**config.mk**
```make
export PLATFORM = sky130hd
export DESIGN_NAME = seq_mult_pw
export DESIGN_NICKNAME = d
export VERILOG_FILES = /design/src/rtl/seq_mult_pw_pkg.sv /design/src/rtl/seq_mult_pw_sign.sv /design/src/rtl/seq_mult_pw.sv
export SDC_FILE = /design/constraint.sdc
export NUM_CORES = 1
export LEC_CHECK = 0
export ABC_AREA = 1
export CAP_MARGIN = 20
export CELL_PAD_IN_SITES_DETAIL_PLACEMENT = 0
export CELL_PAD_IN_SITES_GLOBAL_PLACEMENT = 2
export CORE_AREA = 2 2 101 151
export CTS_CLUSTER_SIZE = 30
export DETAILED_ROUTE_END_ITERATION = 8
export DIE_AREA = 0 0 103 153
export GPL_ROUTABILITY_DRIVEN = 0
export GPL_TIMING_DRIVEN = 0
export PLACE_DENSITY = 0.74
export SLEW_MARGIN = 30
export SYNTH_ARGS = -nofsm -noshare
export SYNTH_HDL_FRONTEND = slang
export SYNTH_SLANG_ARGS = --single-unit
```
**constraint.sdc**
```tcl
create_clock -name clk -period 2.5 [get_ports clk]
set_clock_uncertainty 0.2 [all_clocks]
set_input_delay 0.375 -clock clk [delete_from_list [all_inputs] [get_ports clk]]
set_output_delay 0.375 -clock clk [all_outputs]
set_load 0.1 [all_outputs]
```
**src/rtl/seq_mult_pw_pkg.sv**
```systemverilog
// Shared types and helpers for the seq_mult_pw sequential multiplier.
// The optional early-termination mode is selected by SEQ_MULT_PW_EARLY_TERM_EN.
package seq_mult_pw_pkg;

  typedef enum logic [1:0] {
    IDLE = 2'd0,
    RUN  = 2'd1,
    DONE = 2'd2
  } state_t;

  function automatic int calc_cw(input int w);
    return $clog2(w + 1);
  endfunction

  // True when a two's-complement operand must be replaced by its magnitude.
  function automatic logic take_neg(input logic is_signed, input logic msb);
    return is_signed & msb;
  endfunction

  // Bit i of -x differs from bit i of x exactly when some lower bit of x is set.
  function automatic logic tc_neg_bit(input logic x_bit, input logic lower_set,
                                      input logic neg);
    return x_bit ^ (neg & lower_set);
  endfunction

endpackage

```
**src/rtl/seq_mult_pw_sign.sv**
```systemverilog
// Conditional two's-complement negate: y = neg ? -x : x (N bits, wraps).
// Used for operand magnitudes at capture and for the final product sign.
module seq_mult_pw_sign
  import seq_mult_pw_pkg::*;
#(
  parameter int N = 8
) (
  input  logic [N-1:0] x,
  input  logic         neg,
  output logic [N-1:0] y
);

  logic [N-1:0] lower_set;

  always_comb begin
    lower_set = '0;
    for (int i = 1; i < N; i++) begin
      lower_set[i] = lower_set[i-1] | x[i-1];
    end
  end

  genvar gi;
  generate
    for (gi = 0; gi < N; gi++) begin : g_bit
      assign y[gi] = tc_neg_bit(x[gi], lower_set[gi], neg);
    end
  endgenerate

endmodule

```
**src/rtl/seq_mult_pw.sv**
```systemverilog
// Sequential shift-add W x W -> 2W multiplier with signed/unsigned mode and
// valid/ready handshakes. Define SEQ_MULT_PW_EARLY_TERM_EN to stop RUN once the multiplier empties.
module seq_mult_pw
  import seq_mult_pw_pkg::*;
#(
  parameter int W = 8,
  localparam int CW = calc_cw(W)
) (
  input  logic           clk,
  input  logic           rst,
  input  logic           in_valid,
  output logic           in_ready,
  input  logic [W-1:0]   a,
  input  logic [W-1:0]   b,
  input  logic           is_signed,
  output logic           out_valid,
  input  logic           out_ready,
  output logic [2*W-1:0] p,
  output logic           busy
);

  localparam int PW = 2 * W;
  localparam logic [CW-1:0] LAST_CNT = CW'(W - 1);

  state_t          state_q, state_d;
  logic [PW-1:0]   mcand_q, mcand_d;
  logic [PW-1:0]   acc_q, acc_d;
  logic [PW-1:0]   p_q, p_d;
  logic [W-1:0]    mplier_q, mplier_d;
  logic [CW-1:0]   cnt_q, cnt_d;
  logic            neg_q, neg_d;
  logic            out_valid_q, out_valid_d;

  logic            a_neg, b_neg;
  logic [W-1:0]    a_mag, b_mag;
  logic [PW-1:0]   acc_sum, prod_signed;
  logic [W-1:0]    mplier_shr;
  logic            last_iter;
  logic            accept, release_out;

  assign a_neg = take_neg(is_signed, a[W-1]);
  assign b_neg = take_neg(is_signed, b[W-1]);

  seq_mult_pw_sign #(.N(W)) u_abs_a (
    .x   (a),
    .neg (a_neg),
    .y   (a_mag)
  );

  seq_mult_pw_sign #(.N(W)) u_abs_b (
    .x   (b),
    .neg (b_neg),
    .y   (b_mag)
  );

  assign acc_sum    = mplier_q[0] ? (acc_q + mcand_q) : acc_q;
  assign mplier_shr = mplier_q >> 1;

  // The product sign is applied to the accumulator value of the final RUN cycle.
  seq_mult_pw_sign #(.N(PW)) u_neg_p (
    .x   (acc_sum),
    .neg (neg_q),
    .y   (prod_signed)
  );

`ifdef SEQ_MULT_PW_EARLY_TERM_EN
  assign last_iter = (mplier_shr == '0) || (cnt_q == LAST_CNT);
`else
  assign last_iter = (cnt_q == LAST_CNT);
`endif

  assign accept      = (state_q == IDLE) && in_valid;
  assign release_out = (state_q == DONE) && out_valid_q && out_ready;

  always_ff @(posedge clk) begin
    if (rst) begin
      state_q     <= IDLE;
      mcand_q     <= '0;
      acc_q       <= '0;
      p_q         <= '0;
      mplier_q    <= '0;
      cnt_q       <= '0;
      neg_q       <= 1'b0;
      out_valid_q <= 1'b0;
    end else begin
      state_q     <= state_d;
      mcand_q     <= mcand_d;
      acc_q       <= acc_d;
      p_q         <= p_d;
      mplier_q    <= mplier_d;
      cnt_q       <= cnt_d;
      neg_q       <= neg_d;
      out_valid_q <= out_valid_d;
    end
  end

  always_comb begin
    state_d = state_q;
    unique case (state_q)
      IDLE:    if (accept) state_d = RUN;
      RUN:     if (last_iter) state_d = DONE;
      DONE:    if (release_out) state_d = IDLE;
      default: state_d = IDLE;
    endcase
  end

  always_comb begin
    mcand_d     = mcand_q;
    acc_d       = acc_q;
    p_d         = p_q;
    mplier_d    = mplier_q;
    cnt_d       = cnt_q;
    neg_d       = neg_q;
    out_valid_d = out_valid_q;
    unique case (state_q)
      IDLE: begin
        if (accept) begin
          mcand_d  = PW'(a_mag);
          mplier_d = b_mag;
          acc_d    = '0;
          cnt_d    = '0;
          neg_d    = is_signed & (a[W-1] ^ b[W-1]);
        end
      end
      RUN: begin
        acc_d    = acc_sum;
        mcand_d  = mcand_q << 1;
        mplier_d = mplier_shr;
        cnt_d    = cnt_q + CW'(1);
        if (last_iter) begin
          p_d         = prod_signed;
          out_valid_d = 1'b1;
        end
      end
      DONE: begin
        if (release_out) out_valid_d = 1'b0;
      end
      default: out_valid_d = 1'b0;
    endcase
  end

  always_comb begin
    in_ready  = (state_q == IDLE);
    busy      = (state_q != IDLE);
    out_valid = out_valid_q;
    p         = p_q;
  end

endmodule
```
==> results.py <==
metrics = {
    "worst_setup_path": {
        "cp.required_ns": 2.54,
        "startpoint_type": "register",
        "reg2regPathDepth": 18,
        "crit_type": "reg2reg",
        "arrival_ns": 2.75,
        "r2r_setup_slack_ns": -0.21,
        "worstSetupEndpointType": "register",
        "crit_fanout": 6,
    },
    "route": {
        "dr.pass1.iters": 5,
        "drt_wl_total_um": 12400,
        "vias_per_cell": 4.62,
        "wl_per_cell_um": 14.2,
        "vias": 4056,
        "first_iter_violations": 107,
        "ant_nets": 0,
        "drc_errors": 0,
    },
    "grt": {
        "grt_pass1_vias": 4164,
        "grt_pass1_wl_um": 20400,
        "grt_antenna_before_repair": 0,
        "track_usage": 0.168,
        "overflow": 0,
        "grt_max_degree": 13,
    },
    "synth": {
        "synth-edff-count": 0,
        "synth_area_leaders": "dfxtp_1 32%, nand2_1 18%, a21oi_1 7.2%, inv_1 6.7%, ha_1 5.1%",
        "synth.top_cell.area_share": 0.324,
        "synth-seq-cells": 64,
        "ys_warn_count": 0,
        "synth_cell_type_count": 36,
        "syn_inst": 613,
        "syn_nets": 651,
        "synthArstFlopShare": 0,
        "ys.flop_type": "dfxtp_1",
        "synth_top_area_cell": "dfxtp_1",
        "syn_area_um2": 3960,
        "synth_area_per_cell_um2": 6.46,
        "synth.yosys.seq_area_share": 0.324,
    },
    "final_layout": {
        "drive_gt1_frac": 0.163,
        "n_antenna_cell": 0,
        "nets": 715,
        "area_delta_synth_final_pct": 33.6,
        "stdcell_count": 878,
    },
    "clock_tree": {
        "cts-root-buf": "clkbuf_16",
        "cts.sinks": 64,
        "clk_latency_ns": 0.34,
        "cts_buffers": 9,
        "cts_tree": "built",
        "clkTransAtPathRegs_ns": 0.06,
        "cts.path.max_buffers": 2,
        "h-tree-depth": 3,
    },
    "timing": {
        "fin_crit_sh": 1.08,
        "max_slew.worst_pin.slew_ns": 0.967,
        "max_clock_freq_mhz": 369,
        "max_slew_margin": 0.354,
        "finalSetupViolations": 10,
        "hold_viol": 0,
        "drv_slew": 0,
        "finalWorstSetupSlack_ns": -0.212,
        "rsz0062_at_grt": "true",
        "holdWs_ns": 0.268,
        "post-route-min-period_ns": 2.71,
    },
    "power_and_ir_drop": {
        "irDropWorstVdd_mv": 0.371,
        "powerDensity_nw_per_um2": 585,
        "leakage_nw": 2.18,
    },
    "floorplan": {
        "rows": 54,
        "die_y_um": 153,
        "die-area_um2": 15800,
        "fp.dieW_um": 103,
        "ioPinCount": 40,
        "initial_core_util": 0.274,
        "core_area_um2": 14500,
    },
    "placement": {
        "io_buffers": 38,
        "hpwl_um": 9900,
        "dp.cells": 847,
    },
    "run_status": {
        "violations": "negative setup slack",
        "status": "complete, but fails checks",
    },
    "job": {
        "cap_violations": 0,
    },
    "min_path": {
        "hold_path_depth": 2,
        "hold_class": "reg2reg",
    },
}
==> kinds of logic (layout without fill, tap and decap cells) <==
kind of cell               count (synthesis)  in the layout  synth area share
xor gates and xnor gates                  15             15            0.0332
buffers and inverters                    104            173            0.0999
and+or+nand+nor                          298            298             0.322
adders and majority gates                 17             17            0.0556
DFF                                       64             64             0.324
AOI/OAI and AO/OA                        115            115             0.166
==> final cells by class <==
cell class                      count  area, um^2
Fill cell                        1616        9170
Buffer                             23        98.8
Multi-Input combinational cell    445        2520
Clock inverter                      6        91.3
Tap cell                          196         245
Timing Repair Buffer               53         498
Sequential cell                    64        1290
Clock buffer                       10         239
Inverter                           81         304
==> cell usage in the layout, fill, tap and decap left out, drive strengths merged, types with 2 or more instances in the layout <==
cell and instances:
dlygate4sd2 2, o2111ai 2, nand2 192, a211oi 2
xnor2 6, clkinv 3, nand3 33, clkdlybuf4s50 36
nor2 48, nand4 7, inv 79, a31oi 14
nor3 5, xor2 9, o221ai 9, clkbuf 31
clkinvlp 3, o21ai 27, or2 12, dfxtp 64
a221oi 2, ha 16, a21oi 57, buf 17
bufinv 2
==> path summary, 6_finish.rpt <==
path | start | endpoint
worst max-delay path | acc_q[0] | p[14]
worst min-delay path | mplier_q[7] | mplier_q[7]
worst max register to register | acc_q[0] | p[14]
worst min register to register | mplier_q[7] | mplier_q[7]
==> metrics by stage <==
| stage | power, W | instance area, um^2 | setup TNS (ns) | utilization | setup WS, ns |
|---|---|---|---|---|---|
| global route | 0.00324 | 5290 | -3.03 | 0.366 | -0.367 |
| detailed placement | 0.00162 | 4610 | -15.03 | 0.319 | -0.410 |
| finish | 0.00309 | 5290 | -1.37 | 0.366 | -0.212 |
| CTS | 0.00309 | 5080 | -2.56 | 0.352 | -0.326 |
| global placement | 0.00161 | 4610 | -15.32 | 0.319 | -0.386 |
| floorplan | 0.00145 | 3980 | -0.0140 | - | -0.0140 |
==> where the power goes <==
group,switching (W),internal (W)
Sequential,0.0000345,0.00105
Clock,0.000493,0.000903
Combinational,0.000372,0.000239
==> flip-flops by register name, indices dropped and copies added, names as in the netlist <==
name,cells
mcand_q,16
state_q,2
p,16
cnt_q,4
mplier_q,8
out_valid,1
neg_q,1
acc_q,16
==> synth_stat cells, drive strengths merged (2+ instances only) <==
| library cell | count |
|---|---|
| a211oi | 2 |
| a21oi | 57 |
| a221oi | 2 |
| a31oi | 14 |
| buf | 2 |
| clkbuf | 21 |
| clkinv | 4 |
| dfxtp | 64 |
| ha | 16 |
| inv | 77 |
| nand2 | 192 |
| nand3 | 33 |
| nand4 | 7 |
| nor2 | 48 |
| nor3 | 5 |
| o2111ai | 2 |
| o21ai | 27 |
| o221ai | 9 |
| or2 | 12 |
| xnor2 | 6 |
| xor2 | 9 |
==> critical path: stages (launching register included) <==
cell	delay [ns]
dfxtp_4	0.36
ha_4	0.15
inv_2	0.04
fa_2	0.53
nand2_2	0.08
o21ai_2	0.08
nand2_2	0.10
nor2_4	0.11
nand3_2	0.08
nor2_4	0.12
nand4_4	0.10
nor2_4	0.15
nand4_4	0.10
nand2_4	0.12
nand2_2	0.06
nand2_2	0.07
nand3_2	0.07
nand2_2	0.07
inv_2	0.03
==> routing by layer <==
metal | vias to the layer above | GRT usage | wire (um) | share of wire
met1 | 1893 | 0.169 | 4640 | 0.37
met3 | 14 | 0.0279 | 266 | 0.021
met4 | 0 | 0.0526 | 213 | 0.017
met2 | 44 | 0.334 | 7330 | 0.59
met5 | - | 0 | 0 | 0
li1 | 2105 | - | - | -
==> timing repair <==
action,4_1_cts,5_1_grt
resized for setup,23,49
setup endpoints to repair,35,55
hold buffers,0,0
buffers inserted,11,6
pin swaps,15,17
No activity file was read; power rests on OpenSTA's default activity.
